--- config.mk ---
export PLATFORM = sky130hd
export DESIGN_NAME = sub_serial_8
export DESIGN_NICKNAME = d
export VERILOG_FILES = /design/src/rtl/sub_serial_8_pkg.sv /design/src/rtl/FA_1.sv /design/src/rtl/sub_serial_8.sv
export SDC_FILE = /design/constraint.sdc
export NUM_CORES = 1
export LEC_CHECK = 0
export ABC_AREA = 1
export CAP_MARGIN = 30
export CORE_ASPECT_RATIO = 1.25
export CORE_MARGIN = 2
export CORE_UTILIZATION = 52
export CTS_BUF_LIST = sky130_fd_sc_hd__clkbuf_4 sky130_fd_sc_hd__clkbuf_8
export CTS_CLUSTER_DIAMETER = 60
export DETAILED_ROUTE_END_ITERATION = 10
export GPL_TIMING_DRIVEN = 1
export PLACE_DENSITY = 0.81
export SYNTH_ARGS = -nofsm -noshare
export SYNTH_HDL_FRONTEND = slang
export SYNTH_HIERARCHICAL = 1
export SYNTH_SLANG_ARGS = --single-unit
--- constraint.sdc ---
create_clock -name clk -period 1.4 [get_ports clk]
set_input_delay 0.28 -clock clk [delete_from_list [all_inputs] [get_ports clk]]
set_output_delay 0.28 -clock clk [all_outputs]
set_load 0.03 [all_outputs]
--- src/rtl/sub_serial_8_pkg.sv ---
// Shared widths and FSM state type for the bit-serial 8-bit subtractor.
package sub_serial_8_pkg;

    localparam int unsigned WIDTH = 8;
    localparam int unsigned CNT_W = 3;

    typedef enum logic [1:0] {
        IDLE = 2'd0,
        RUN  = 2'd1,
        DONE = 2'd2
    } state_t;

endpackage

--- src/rtl/FA_1.sv ---
// Single-bit full adder.
module FA_1 (
    input  logic in1,
    input  logic in2,
    input  logic cin,
    output logic sum,
    output logic cout
);

    assign sum  = in1 ^ in2 ^ cin;
    assign cout = (in1 & in2) | (cin & (in1 ^ in2));

endmodule

--- src/rtl/sub_serial_8.sv ---
// Bit-serial 8-bit subtractor: diff = in1 - in2 - bin, one bit per cycle, LSB first,
// computed as in1 + ~in2 + ~bin through a single full adder.
module sub_serial_8
    import sub_serial_8_pkg::*;
(
    input  logic             clk,
    input  logic             rst_n,
    input  logic             in_valid,
    output logic             in_ready,
    input  logic [WIDTH-1:0] in1,
    input  logic [WIDTH-1:0] in2,
    input  logic             bin,
    output logic             out_valid,
    input  logic             out_ready,
    output logic [WIDTH-1:0] diff,
    output logic             bout,
    output logic             zero
);

    state_t             state;
    logic [CNT_W-1:0]   cnt;
    logic [WIDTH-1:0]   a_q;
    logic [WIDTH-1:0]   b_q;
    logic               carry;
    logic               fa_sum;
    logic               fa_cout;
    logic [WIDTH-1:0]   diff_nxt;

    FA_1 u_fa (
        .in1  (a_q[0]),
        .in2  (~b_q[0]),
        .cin  (carry),
        .sum  (fa_sum),
        .cout (fa_cout)
    );

    // New result bit enters at the MSB so the LSB-first stream lands in place after 8 shifts.
    assign diff_nxt = {fa_sum, diff[WIDTH-1:1]};

    always_ff @(posedge clk) begin
        if (!rst_n) begin
            state     <= IDLE;
            in_ready  <= 1'b1;
            out_valid <= 1'b0;
            diff      <= '0;
            bout      <= 1'b0;
            zero      <= 1'b0;
            cnt       <= '0;
            carry     <= 1'b0;
            a_q       <= '0;
            b_q       <= '0;
        end else begin
            case (state)
                IDLE: begin
                    if (in_valid) begin
                        a_q      <= in1;
                        b_q      <= in2;
                        carry    <= ~bin;
                        cnt      <= '0;
                        in_ready <= 1'b0;
                        state    <= RUN;
                    end
                end
                RUN: begin
                    a_q   <= a_q >> 1;
                    b_q   <= b_q >> 1;
                    diff  <= diff_nxt;
                    carry <= fa_cout;
                    cnt   <= cnt + CNT_W'(1);
                    // Last bit: counter is about to wrap 7 -> 0.
                    if (cnt == CNT_W'(WIDTH - 1)) begin
                        bout      <= ~fa_cout;
                        zero      <= (diff_nxt == '0);
                        out_valid <= 1'b1;
                        state     <= DONE;
                    end
                end
                DONE: begin
                    if (out_ready) begin
                        out_valid <= 1'b0;
                        in_ready  <= 1'b1;
                        state     <= IDLE;
                    end
                end
                default: begin
                    out_valid <= 1'b0;
                    in_ready  <= 1'b1;
                    state     <= IDLE;
                end
            endcase
        end
    end

endmodule

==> results_dict.tcl <==
set metrics [dict create \
    slowest_delay_ns 0.40 \
    synth.top_cell.area_share 0.431 \
    finalWirelength_mm 3.15 \
    cts_made_buffers 5 \
    layout_min_cycle_time_ns 1.35 \
    die_area_um2 3500 \
    crit_slowest_cell "dlygate4sd2_1" \
    fin_setup_tns_ns 0 \
    dr.pass1.iters 4 \
    yosys.area.top_type "dfxtp_1" \
    core_um2 2920 \
    grt_overflow_total 0 \
    crit_type "flip-flop to output port" \
    place_ws_ns -0.104 \
    crit_path_end_kind "output port" \
    placed_cells 301 \
    hold_viol 0 \
    port_buffers 32 \
    arrival_ns 1.07 \
    path_clk_slew_ns 0.10 \
    synthDistinctLibCells 20 \
    floorplan.initialDensity 0.542 \
    postCtsHoldBufs 0 \
    num_vias 1466 \
    cp_max_fo 2 \
    cts_tree "yes" \
    grt_pass1_vias 1271 \
    netlist_instances 234 \
    syn2layout_area_growth_pct 28.8 \
    cts_buffer_depth 2 \
    total_power_mw 2.29 \
    grt_max_degree 20 \
    hpwl_mm 2.23 \
    synth_warnings 6 \
    cts-resized-gates 19 \
    relSlewSlack 0.801 \
    setup_ws_ns 0.0519 \
    status "completed" \
    power.density_nw_per_um2 1130 \
    max_freq_mhz 742 \
    htree_levels 2 \
    setup_violations 0 \
    row_count 22 \
    finalNonFillerCells 309 \
    crit_chain "dlygate4sd2_1" \
    cp_num_buf_inv 1 \
    min_period_over_period 0.963 \
    drive_gt1_frac 0.103 \
    insertion_delay_ns 0.34 \
    place_congestion 0.767 \
    p_leak_nw 0.978 \
    die_w_um 53.3 \
    worstSetupStartpointType "flip-flop" \
    clock_skew_ns 0.0132 \
    track_usage 0.207 \
    worst_slew_pin_slew_ns 0.300 \
    antenna_found_initial 0 \
    vdd_ir_drop_max_mv 0.822 \
    holdCritPathClass "flip-flop to flip-flop" \
    synth_seq_cells 34 \
    clock_sinks 34 \
    slew_violations 0 \
    synthesis.area_um2 1580 \
    cts_setup_buffers 0 \
    ios 33 \
    cts_root_buf "clkbuf_4" \
    finalNetCount 296 \
    cap_violations 0 \
    cp_top_family "buffers and inverters" \
    syn_nets 258 \
    antennaDiodeCount 0 \
    avgSynthCellArea_um2 6.75 \
    die_h_um 65.6 \
    worstPathRequired_ns 1.12 \
    grt_first_pass_wirelength_mm 5.29 \
    avgRoutedWirePerCell_um 10.2 \
    drt-initial-drc-count 31 \
    fin_util 0.698 \
    drc 0 \
    ant_nets 0 \
    fill_cells 274 \
    vias_per_cell 4.74 \
    synth_area_leaders "dfxtp_1 (43%), nand2_1 (12%), nor2_1 (10%)" \
    rsz0062_at_grt "no" \
    ys_seq_area_frac 0.431 \
]
## path summary, 6_finish.rpt
kind	from	endpoint	slack [ns]	depth (start not counted)
worst max-delay path	out_valid	out_valid	0.05	1
worst min-delay path	cnt[0]	cnt[0]	0.46	1
worst max register to register	b_q[0]	zero	0.09	7
worst min register to register	cnt[0]	cnt[0]	0.46	1
## per-layer routing
metal / vias to the layer above / share of wire / track usage
met4: 0 / 0.022 / 0.0962
met5: - / 0 / 0
met3: 7 / 0.037 / 0.0614
met2: 26 / 0.50 / 0.363
met1: 641 / 0.44 / 0.219
li1: 792 / - / -
## sequential cells by signal, indices dropped and copies added, names as in the netlist
name / flops
a_q: 8
b_q: 8
diff: 8
cnt: 3
state: 2
bout: 1
carry: 1
in_ready: 1
out_valid: 1
zero: 1
## per-stage QoR
stage	hold slack (ns)	area, um^2
after floorplan	0.428	1580
after global placement	0.427	1970
after detailed placement	0.450	1970
after CTS	0.463	2050
after global routing	0.491	2040
final	0.463	2040
## report_power, final
part	internal [mW]	switching [mW]	leakage [nW]
Sequential	1.04	0.0479	0.281
Combinational	0.205	0.257	0.651
Clock	0.418	0.321	0.0463
## cells by family after synthesis
kind of cell / synth area share
flip-flops: 0.431
buffers and inverters: 0.131
AO/OA/AOI/OAI: 0.162
adder cells (fa/ha/maj): 0.0285
AND/OR/NAND/NOR: 0.248
## cell usage in the layout, fill, tap and decap left out, types with 2 or more instances in the layout
cell type and n:
dfxtp_1 34, o21ai_0 16, clkbuf_2 5, dlygate4sd2_1 2, nand3_1 3, buf_12 2, nor2_1 42, clkbuf_4 7
o21ai_1 9, buf_4 7, clkdlybuf4s15_1 4, ha_1 2, clkdlybuf4s50_1 20, nand2_4 2, a21oi_1 23, inv_1 37
nand2_1 52
## layout make-up
cell class / instances / area, um^2 / area share
flip-flops and latches: 34 / 681 / 0.334
clock inverters: 1 / 30.0 / 0.0148
repair buffers: 41 / 387 / 0.190
multi-input cells: 152 / 698 / 0.343
inverters: 38 / 143 / 0.0701
well taps: 36 / 45.0 / 0.0221
clock buffers: 7 / 52.6 / 0.0258
## cell usage after synthesis (all sizes together)
master and instances:
nand2 54, nor2 43, inv 38, dfxtp 34
o21ai 26, a21oi 23, buf 8, nand3 3
clkbuf 2, ha 2, fa 1
Note: power is estimated with default switching activity, not from simulation.
